### config.mk
export PLATFORM = sky130hd
export DESIGN_NAME = seq_auction
export DESIGN_NICKNAME = d
export VERILOG_FILES = /design/src/rtl/auction_pkg.sv /design/src/rtl/seq_auction_rank_update.sv /design/src/rtl/seq_auction.sv
export SDC_FILE = /design/constraint.sdc
export NUM_CORES = 1
export LEC_CHECK = 0
export CORE_UTILIZATION = 57
export CTS_BUF_LIST = sky130_fd_sc_hd__clkbuf_4
export DETAILED_ROUTE_END_ITERATION = 16
export HOLD_SLACK_MARGIN = 0.06
export PLACE_DENSITY = 0.87
export SLEW_MARGIN = 15
export SYNTH_ARGS = -nofsm -noshare
export SYNTH_HDL_FRONTEND = slang
export SYNTH_SLANG_ARGS = --single-unit
### constraint.sdc
create_clock -name clk -period 3.2 [get_ports clk]
set_clock_uncertainty 0.15 [all_clocks]
set_input_delay 0.32 -clock clk [delete_from_list [all_inputs] [get_ports clk]]
set_output_delay 0.32 -clock clk [all_outputs]
set_load 0.01 [all_outputs]
### src/rtl/auction_pkg.sv
// Shared types and constants for the sequential sealed-bid auction engine.
// Optional feature macro: AUCTION_RESERVE_EN (reserve price / no-sale output).
package auction_pkg;

  // Auction controller states
  typedef enum logic [1:0] {
    IDLE    = 2'd0,
    COLLECT = 2'd1,
    DONE    = 2'd2
  } state_e;

  // Pricing mode encodings for the mode input
  localparam logic MODE_FIRST  = 1'b0;
  localparam logic MODE_SECOND = 1'b1;

endpackage

### src/rtl/seq_auction_rank_update.sv
// auction_rank_update: combinational next-value of the running top-two ranking.
// The first beat of an auction (cnt==0) seeds the ranking. A bid equal to the
// current best only competes for second place, so the earliest bidder keeps
// ties.
import auction_pkg::*;

module auction_rank_update #(
  parameter int W  = 8,
  parameter int IW = 2
) (
  input  logic [W-1:0]  bid,
  input  logic [W-1:0]  best,
  input  logic [W-1:0]  second,
  input  logic [IW-1:0] best_idx,
  input  logic [IW-1:0] cnt,
  output logic [W-1:0]  best_nx,
  output logic [W-1:0]  second_nx,
  output logic [IW-1:0] best_idx_nx
);

  // Insert the new bid into the (best, second) pair
  always_comb begin
    best_nx     = best;
    second_nx   = second;
    best_idx_nx = best_idx;
    if (cnt == '0) begin
      best_nx     = bid;
      best_idx_nx = '0;
      second_nx   = '0;
    end else if (bid > best) begin
      second_nx   = best;
      best_nx     = bid;
      best_idx_nx = cnt;
    end else if (bid > second) begin
      second_nx   = bid;
    end
  end

endmodule

### src/rtl/seq_auction.sv
// seq_auction: streaming sealed-bid auction. One bid per beat, in bidder order.
// Tracks best/second on the fly and reports winner, winning bid and clearing
// price (first-price or second-price, chosen per auction).
// Optional feature macro: AUCTION_RESERVE_EN adds a reserve price input and a
// no_sale output.
import auction_pkg::*;

module seq_auction #(
  parameter int NB = 4,
  parameter int W  = 8,
  parameter int IW = $clog2(NB)
) (
  input  logic          clk,
  input  logic          rst_n,
  input  logic          start,
  input  logic          mode,
  input  logic          bid_valid,
  output logic          bid_ready,
  input  logic [W-1:0]  bid_data,
  output logic          busy,
  output logic          done,
  output logic [IW-1:0] winner,
  output logic [W-1:0]  winning_bid,
  output logic [W-1:0]  price,
  output logic          tie
`ifdef AUCTION_RESERVE_EN
  ,
  input  logic [W-1:0]  reserve,
  output logic          no_sale
`endif
);

  localparam logic [IW-1:0] LAST_IDX = IW'(NB - 1);

  state_e        state_q, state_d;
  logic          mode_q, mode_d;
  logic [IW-1:0] cnt_q, cnt_d;
  logic [W-1:0]  best_q, best_d;
  logic [W-1:0]  second_q, second_d;
  logic [IW-1:0] best_idx_q, best_idx_d;
  logic [IW-1:0] winner_q, winner_d;
  logic [W-1:0]  winning_bid_q, winning_bid_d;
  logic [W-1:0]  price_q, price_d;
  logic          tie_q, tie_d;
`ifdef AUCTION_RESERVE_EN
  logic [W-1:0]  reserve_q, reserve_d;
  logic          no_sale_q, no_sale_d;
`endif

  logic [W-1:0]  best_nx, second_nx;
  logic [IW-1:0] best_idx_nx;
  logic          accept;

  auction_rank_update #(.W(W), .IW(IW)) u_rank (
    .bid         (bid_data),
    .best        (best_q),
    .second      (second_q),
    .best_idx    (best_idx_q),
    .cnt         (cnt_q),
    .best_nx     (best_nx),
    .second_nx   (second_nx),
    .best_idx_nx (best_idx_nx)
  );

  assign accept = (state_q == COLLECT) && bid_valid;

  // Next-state, ranking and result-load logic
  always_comb begin
    state_d       = state_q;
    mode_d        = mode_q;
    cnt_d         = cnt_q;
    best_d        = best_q;
    second_d      = second_q;
    best_idx_d    = best_idx_q;
    winner_d      = winner_q;
    winning_bid_d = winning_bid_q;
    price_d       = price_q;
    tie_d         = tie_q;
`ifdef AUCTION_RESERVE_EN
    reserve_d     = reserve_q;
    no_sale_d     = no_sale_q;
`endif
    unique case (state_q)
      IDLE: begin
        if (start) begin
          state_d    = COLLECT;
          mode_d     = mode;
          cnt_d      = '0;
          best_d     = '0;
          second_d   = '0;
          best_idx_d = '0;
`ifdef AUCTION_RESERVE_EN
          reserve_d  = reserve;
`endif
        end
      end
      COLLECT: begin
        if (accept) begin
          best_d     = best_nx;
          second_d   = second_nx;
          best_idx_d = best_idx_nx;
          if (cnt_q == LAST_IDX) begin
            state_d       = DONE;
            // Results come straight from the updated ranking so the final
            // beat is included without an extra cycle.
            winner_d      = best_idx_nx;
            winning_bid_d = best_nx;
            tie_d         = (best_nx == second_nx);
            price_d       = (mode_q == MODE_SECOND) ? second_nx : best_nx;
`ifdef AUCTION_RESERVE_EN
            if (best_nx < reserve_q) begin
              no_sale_d = 1'b1;
              winner_d  = '0;
              price_d   = '0;
            end else begin
              no_sale_d = 1'b0;
              if (mode_q == MODE_SECOND)
                price_d = (second_nx > reserve_q) ? second_nx : reserve_q;
            end
`endif
          end else begin
            cnt_d = cnt_q + IW'(1);
          end
        end
      end
      DONE: begin
        state_d = IDLE;
      end
      default: begin
        state_d = IDLE;
      end
    endcase
  end

  // State and datapath registers; reset discards any partial auction
  always_ff @(posedge clk or negedge rst_n) begin
    if (!rst_n) begin
      state_q       <= IDLE;
      mode_q        <= 1'b0;
      cnt_q         <= '0;
      best_q        <= '0;
      second_q      <= '0;
      best_idx_q    <= '0;
      winner_q      <= '0;
      winning_bid_q <= '0;
      price_q       <= '0;
      tie_q         <= 1'b0;
`ifdef AUCTION_RESERVE_EN
      reserve_q     <= '0;
      no_sale_q     <= 1'b0;
`endif
    end else begin
      state_q       <= state_d;
      mode_q        <= mode_d;
      cnt_q         <= cnt_d;
      best_q        <= best_d;
      second_q      <= second_d;
      best_idx_q    <= best_idx_d;
      winner_q      <= winner_d;
      winning_bid_q <= winning_bid_d;
      price_q       <= price_d;
      tie_q         <= tie_d;
`ifdef AUCTION_RESERVE_EN
      reserve_q     <= reserve_d;
      no_sale_q     <= no_sale_d;
`endif
    end
  end

  assign bid_ready   = (state_q == COLLECT);
  assign busy        = (state_q != IDLE);
  assign done        = (state_q == DONE);
  assign winner      = winner_q;
  assign winning_bid = winning_bid_q;
  assign price       = price_q;
  assign tie         = tie_q;
`ifdef AUCTION_RESERVE_EN
  assign no_sale     = no_sale_q;
`endif

endmodule

# After elaboration in Yosys (flattened, before gate mapping)
# Cells that the tools add are included.
# totals
register_bits	42
word_cells	54
inputBits	13
# classes
reduce_logical	10
muxes	23
n_addsub	1
n_lt_le_gt_ge	2
eq_ne	8
# op_table
cell	count
two-way mux 8 bit	9
case mux 8 bit (2 select lines)	2
two-way mux 2 bit	9
> comparator 8 bit	2
case mux 2 bit (2 select lines)	3
AND reduction 3 bit	3
== test 8 bit	1
== test 2 bit, second input constant	2
logical NOT 2 bit	2
inequality test 2 x 1 -> 1 bit, second input constant	2
inequality test 2 bit, second input constant	2
AND reduction 4 bit	1
nonzero test 2 bit	2
adder 2 x 1 -> 2 bit, second input constant	1
== test 2 x 1 -> 1 bit, second input constant	1
AND reduction 2 bit	1
logical AND 1 bit	1

# Depth between registers and ports, before layout
# Gate-level depths: netlist of the first run.
# logic_depth
depth_word	6
depth_mapped	12
mapped_depth_nobuf	11

# Hierarchy
# A second synthesis of the first run with hierarchy kept.
# hier_totals
hier_cells	247
area_unflattened_um2	2593.7
# modules_own_cells
module	n_inst	cells_each	seq_area_each_um2	area_per_inst_um2
seq_auction	1	135	1051.0	1766.7
auction_rank_update	1	112	0.0	827.0

# Worst setup path after synthesis of the first run
# Ideal clock, no wire load.
# synth_path
path_type	reg2reg
startpoint	register second_q[1]
endpoint	register tie_q, in the netlist tie
path_stages_with_launch	13
t_arrival_ns	2.244
n_path_buf	1
setup_slack_ns	0.714
required_time_ns	2.958
period_less_slack_ns	2.486
path_cell_list	dfrtp_1 > inv_1 > ha_1 > nor2b_4 > o211ai_2 > a21oi_2 > o22ai_2 > buf_6 > mux2i_1 > o21ai_1 > a2111oi_0 > nand4_1 > o31ai_2
# synth_between
elab_chain_len	5
# synth_lines
item	line_no	text
start: declaration	seq_auction.sv:39	logic [W-1:0] second_q, second_d;
start signal: assignment	seq_auction.sv:157	second_q <= second_d;
> comparator 8 bit	seq_auction_rank_update.sv:34	end else if (bid > second) begin
two-way mux 8 bit (*)	seq_auction_rank_update.sv:34	
two-way mux 8 bit (*)	seq_auction_rank_update.sv:30	end else if (bid > best) begin
two-way mux 8 bit (*)	seq_auction_rank_update.sv:26	if (cnt == '0) begin
== test 8 bit (*)	seq_auction.sv:108	tie_d = (best_nx == second_nx);
end signal: assignment	seq_auction.sv:162	tie_q <= tie_d;
end: declaration	seq_auction.sv:44	logic tie_q, tie_d;
# Mark *: on every way between the ends. The rest lies on a longest branch, timed or not.
# A chain may end at the register's enable or synchronous reset.

# Worst setup path after layout of the first run
# layout_path
startpoint	input bid_data[1]
endpoint	register tie_q, in the netlist tie
# layout_between
elab_chain_len	5
# layout_lines
item	line_no	text
start: declaration	seq_auction.sv:19	input logic [W-1:0] bid_data,
> comparator 8 bit	seq_auction_rank_update.sv:34	
two-way mux 8 bit	seq_auction_rank_update.sv:34	
two-way mux 8 bit	seq_auction_rank_update.sv:30	
two-way mux 8 bit	seq_auction_rank_update.sv:26	
== test 8 bit (*)	seq_auction.sv:108	
# Marked as above.

==> flow_summary.yaml, run 1 <==
drt:
  firstDrtPassIters: 4
  via_count: 2219
  antenna_left: 0
  routed_wl_microns: 6050
  drt_iter0_markers: 162
  viasPerCell: 5.90
  wire_per_inst_microns: 16.1
  drcViolationCount: 0
setup_path:
  worstReg2RegEnd: "tie"
  cp_max_fo: 5
  cp.required_ps: 3320
  crit_path_end: "tie"
  r2r_start: "second_q[1]"
  cp.arrival_ps: 2950
  rrSetupSlack_ps: 410
  startpoint: "bid_data[1]"
  end_kind: "flop"
  r2r_cells: 11
  cp-start-kind: "input port"
  path_class: "input port to flop"
synthesis:
  synth_edf_count: 0
  syn_area_sq_mm: 0.00260
  postSynth.asyncResetShare: 1.00
  ys_types: 47
  synth_cells: 276
  synth_top_area_frac: 0.404
  ys.flop_type: "dfrtp_1"
  synth_most_common_cell: "dfrtp_1"
  ys_seq_area_frac: 0.404
  synth.avg_cell_area_sq_um: 9.43
  synth_seq_cells: 42
  synth_top_cell_by_area: "dfrtp_1"
  ys_top_cells_by_area: "dfrtp_1 40%, ha_1 8.6%, mux2i_1 6.2%"
  synth_warnings: 0
  synth_fp_nets: 307
  synthTopCellsByCount: "42 x dfrtp_1, 35 x nand2_1, 20 x a21oi_1, 20 x inv_1, 19 x o21ai_0"
global_route:
  grt_first_pass_wirelength_microns: 10500
  globalRouteTotalUtil: 0.274
  grt_pass1_vias: 2246
  grt_max_degree: 43
  overflow: 0
  grt_antenna_before_repair: 0
cells_and_area:
  final-instance-count-excl-fill: 376
  design_area_sq_mm: 0.00315
  drive_above_1_share: 0.148
  regArea_sq_mm: 0.00105
  multi_input_area_sq_mm: 0.00138
  nets: 354
  area_growth_syn_to_layout_pct: 20.9
  antennaDiodeCount: 0
  final.fill_count: 331
timing:
  fin_crit_ps: 2840
  hold_viol: 0
  fmax_mhz: 352
  worst_hold_slack_ps: 339
  period_share: 0.887
  final.setup.tns_ps: 0
  rsz0062_at_grt: "no"
  slew_violations: 0
  setup_violations: 0
  worst_pin_slew_ps: 916
  slew_headroom: 0.390
clock_network:
  cts_hold_buf: 1
  htree_levels: 2
  numCtsBuffers: 5
  cts_sinks: 42
  cts_root_buffer: "clkbuf_4"
  post-cts-setup-buffers: 0
  post_cts_resized: 0
  cts_buffer_depth: 2
  cts_tree: "built"
  clk_pin_slew_ps: 120
  clk_latency_ps: 350
floorplan:
  core_sq_mm: 0.00438
  ios: 35
  die_h_microns: 69.6
  rows: 24
  die_w_microns: 69.6
  floorplan.initialDensity: 0.594
  die_area_sq_mm: 0.00484
power_and_ir_drop:
  p_sw_mw: 1.39
  p_leak_nw: 1.44
  ir_drop_mv: 0.686
  total_power_mw: 3.21
  comb_power_share: 0.593
  clockPowerShare: 0.107
  p_int_mw: 1.83
  sw_frac_of_total: 0.431
  seqPwrFrac: 0.300
  powerDensity_mw_per_mm2: 1020
place:
  dp_hpwl_microns: 4550
  place.gp.congestion: 0.902
  port_buffers: 34
  dp_cells: 367
  place_area_sq_mm: 0.00306
job:
  cap_violations: 0
worst_hold_path:
  hold_class: "flop to flop"
run_status:
  status: "completed"
[power by group through the flow]
stage               combinational [mW]  sequential, mW  clock [mW]
finish                            1.91           0.963       0.345
global route                      2.11           0.999       0.363
CTS                               1.90           0.962       0.347
detailed placement                1.89           0.974           0
global placement                  1.83           0.962           0
floorplan                         1.21           0.957           0
[cells in the final DEF, fill, tap and decap left out, types with 7 or more instances in the layout]
master / instances
o21ai_0: 19
dfrtp_1: 42
a22o_1: 7
clkdlybuf4s50_1: 33
a21oi_1: 20
inv_1: 20
o21ai_1: 12
mux2i_1: 16
ha_1: 18
nor2_1: 18
buf_4: 20
nand2_1: 35
[final cells by class]
type	count	share of cell area
sequential	42	0.334
clock inverter	2	0.0119
inverter	21	0.0250
clock buffer	6	0.0143
timing repair buffer	55	0.157
multi-input combinational	198	0.437
tap	52	0.0207
[worst min path at each step]
stage	endpoint	depth (start not counted)	slack, ps	from
floorplan	best_idx_q[0]	0	-130	rst_n
global placement	best_idx_q[0]	2	310	best_idx_q[0]
detailed placement	winning_bid[6]	2	320	winning_bid[6]
CTS	winning_bid[6]	2	350	winning_bid[6]
global route	price[5]	2	380	price[5]
finish	winning_bid[6]	2	340	winning_bid[6]
[routing by layer]
metal	share of wire	global-route usage	vias up
li1	-	-	1069
met1	0.42	0.345	1057
met2	0.52	0.480	82
met3	0.049	0.0465	11
met4	0.015	0.0839	0
met5	0	0	-
[critical path, cell delays in order]
cell,delay [ps]
clkdlybuf4s50_1,470
ha_1,340
nor2b_4,130
o211ai_2,140
a21oi_2,70
o22ai_2,270
mux2i_1,290
o21ai_1,80
a2111oi_0,490
nand4_1,170
o31ai_2,190
[registers in the layout, indices dropped and copies added, names as in the netlist]
register,cells
best_q,8
price,8
second_q,8
winning_bid,8
best_idx_q,2
cnt_q,2
state_q,2
winner,2
mode_q,1
tie,1
[through the flow]
stage | util | worst slack, ps
5_1_grt | 0.718 | 179
2_1_floorplan | - | 714
6_report | 0.718 | 363
3_5_place_dp | 0.697 | 25.1
3_3_place_gp | 0.697 | 102
4_1_cts | 0.718 | 375
[kinds of logic (layout without fill, tap and decap cells)]
family | after synthesis | after routing | synth area share
compound gates | 83 | 83 | 0.215
simple gates | 72 | 72 | 0.132
flops | 42 | 42 | 0.404
buf+inv | 36 | 84 | 0.0682
mux | 19 | 19 | 0.0745
fa+ha+maj | 18 | 18 | 0.0865
xor+xnor | 6 | 6 | 0.0202
(Power assumes the default switching activity.)
==> run 2: changes to the inputs <==
--- a/config.mk
+++ b/config.mk
@@ -5,11 +5,11 @@
 export SDC_FILE = /design/constraint.sdc
 export NUM_CORES = 1
 export LEC_CHECK = 0
-export CORE_UTILIZATION = 57
+export CORE_UTILIZATION = 61
 export CTS_BUF_LIST = sky130_fd_sc_hd__clkbuf_4
 export DETAILED_ROUTE_END_ITERATION = 16
 export HOLD_SLACK_MARGIN = 0.06
-export PLACE_DENSITY = 0.87
+export PLACE_DENSITY = 0.92
 export SLEW_MARGIN = 15
 export SYNTH_ARGS = -nofsm -noshare
 export SYNTH_HDL_FRONTEND = slang
==> constraint.sdc (replaced) <==
create_clock -name clk -period 3.35 [get_ports clk]
set_clock_uncertainty 0.15 [all_clocks]
set_input_delay 0.335 -clock clk [delete_from_list [all_inputs] [get_ports clk]]
set_output_delay 0.335 -clock clk [all_outputs]
set_load 0.01 [all_outputs]
==> run 2 against run 1 <==
Compared with the run above:
- first-iteration DRC count increased by 35%
- sequential share of layout area grew 0.43 points
- power shrank 5.8%
- global-route usage grew 2.8 points
- combinational power down 7%
- hold slack improved by 1.3 ps
- critical endpoint unchanged
- clock power fell by 3%
==> flow_summary.yaml, run 2 (synthesized netlist as in run 1, its figures left out) <==
timing:
  period_share: 0.887
  fmax_mhz: 337
  hold_viol: 0
  slew_violations: 0
  final.setup.tns_ps: 0
  fin_crit_ps: 2970
  slew_headroom: 0.396
  setup_ws_ps: 379
  rsz0062_at_grt: "no"
  worst_pin_slew_ps: 906
  setup_violations: 0
cells_and_area:
  final_cell_mix: "42 x dfrtp_1, 35 x nand2_1, 33 x clkdlybuf4s50_1"
  design_area_sq_mm: 0.00311
  nets: 349
  drive_above_1_share: 0.135
  final_common_cell: "dfrtp_1"
  area_growth_syn_to_layout_pct: 19.4
  antennaDiodeCount: 0
  final-instance-count-excl-fill: 369
power_and_ir_drop:
  powerDensity_mw_per_mm2: 974
  total_power_mw: 3.03
  p_leak_nw: 1.41
  ir_drop_mv: 0.653
global_route:
  top_usage_layer: "met2"
  grt_antenna_before_repair: 0
  grt_pass1_vias: 2247
  grt_max_degree: 43
  use_met3: 0.0541
  use_met1: 0.350
  grt_util_met2: 0.535
  grt_first_pass_wirelength_microns: 10200
  globalRouteTotalUtil: 0.303
  overflow: 0
place:
  dp_worst_setup_slack_ps: 40.1
  dp_hpwl_microns: 4640
  dp_cells: 360
  place_area_sq_mm: 0.00302
  place.gp.congestion: 0.878
  port_buffers: 34
clock_network:
  clk_latency_ps: 360
  post_cts_resized: 0
  cts_buffer_depth: 2
  cts_root_buffer: "clkbuf_4"
  clk_pin_slew_ps: 120
  cts_tree: "built"
  cts_sinks: 42
  htree_levels: 2
  numCtsBuffers: 5
setup_path:
  cp.required_ps: 3480
  cp.arrival_ps: 3100
  path_cells: "clkdlybuf4s50_1, ha_1, nor2b_4, o211ai_2, a21oi_2, o22ai_2, mux2i_1, o21ai_1, a2111oi_0, nand4_1, o31ai_2"
  rrSetupSlack_ps: 400
  r2r_start: "second_q[5]"
  cp-start-kind: "input port"
  startpoint: "bid_data[1]"
  path_class: "input port to flop"
  path_delay_family: "compound AO/OA/AOI/OAI gates"
  end_kind: "flop"
  timing.critical_path.buf_inv: 1
  max_stage_delay_ps: 480
  cp_max_fo: 7
  cp_slowest_cell: "clkdlybuf4s50_1"
drt:
  routed_wl_microns: 6030
  wire_per_inst_microns: 16.4
  drt_iter0_markers: 218
  antenna_left: 0
  drcViolationCount: 0
  firstDrtPassIters: 4
  viasPerCell: 5.99
  via_count: 2209
worst_hold_path:
  hold_class: "flop to flop"
  min-delay-start: "price[6]"
floorplan:
  ios: 35
  floorplan.initialDensity: 0.642
  die_h_microns: 67.3
  die_area_sq_mm: 0.00453
  rows: 23
  die_w_microns: 67.3
  core_sq_mm: 0.00406
run_status:
  status: "completed"
job:
  cap_violations: 0
run 2: cell types whose count changed in the layout (fill, tap and decap cells not counted), sizes merged:
cell | before | now
buf | 21 | 16
run 2: metal layers:
layer  vias up  part of all wire
met4         0             0.020
met5         -                 0
met1      1054              0.39
met3        18             0.058
li1       1057                 -
met2        80              0.53
run 2: area by class of cell:
class,instances,area (sq um)
inverter,21,78.8
timing repair buffer,50,458
tap,50,62.6
clock inverter,2,37.5
sequential,42,1050
clock buffer,6,45.0
multi-input combinational,198,1380
fill,288,950
run 2: final timing paths:
path,end,cells after the start
max,tie,11
min,price[6],2
max reg2reg,tie,10
min reg2reg,price[6],2
max in group asynchronous,second_q[0],2
min in group asynchronous,second_q[6],2
run 2: what timing repair did:
| action | in CTS | in global routing |
|---|---|---|
| hold buffers | 1 | 0 |
| buffers inserted | 0 | 0 |
| endpoints found under the hold margin | 42 | 0 |
| endpoints found under the setup margin | 0 | 0 |
run 2: where the power goes:
group / total [mW] / switching [mW] / internal [mW] / leakage, nW
clock: 0.333 / 0.168 / 0.166 / 0.0419
sequential: 0.921 / 0.200 / 0.722 / 0.538
combinational: 1.77 / 0.952 / 0.821 / 0.832
total: 3.03 / 1.32 / 1.71 / 1.41
run 2: worst min-delay path, delay by kind of cell, from the launching register on:
family	cells	cell delay, ps
simple gates	1	50
flops	1	360
compound gates	1	60
run 2: through the flow:
stage | hold slack, ps | util
2_1_floorplan | -111 | -
3_3_place_gp | 311 | 0.743
3_5_place_dp | 317 | 0.743
4_1_cts | 345 | 0.766
5_1_grt | 362 | 0.766
6_report | 340 | 0.766
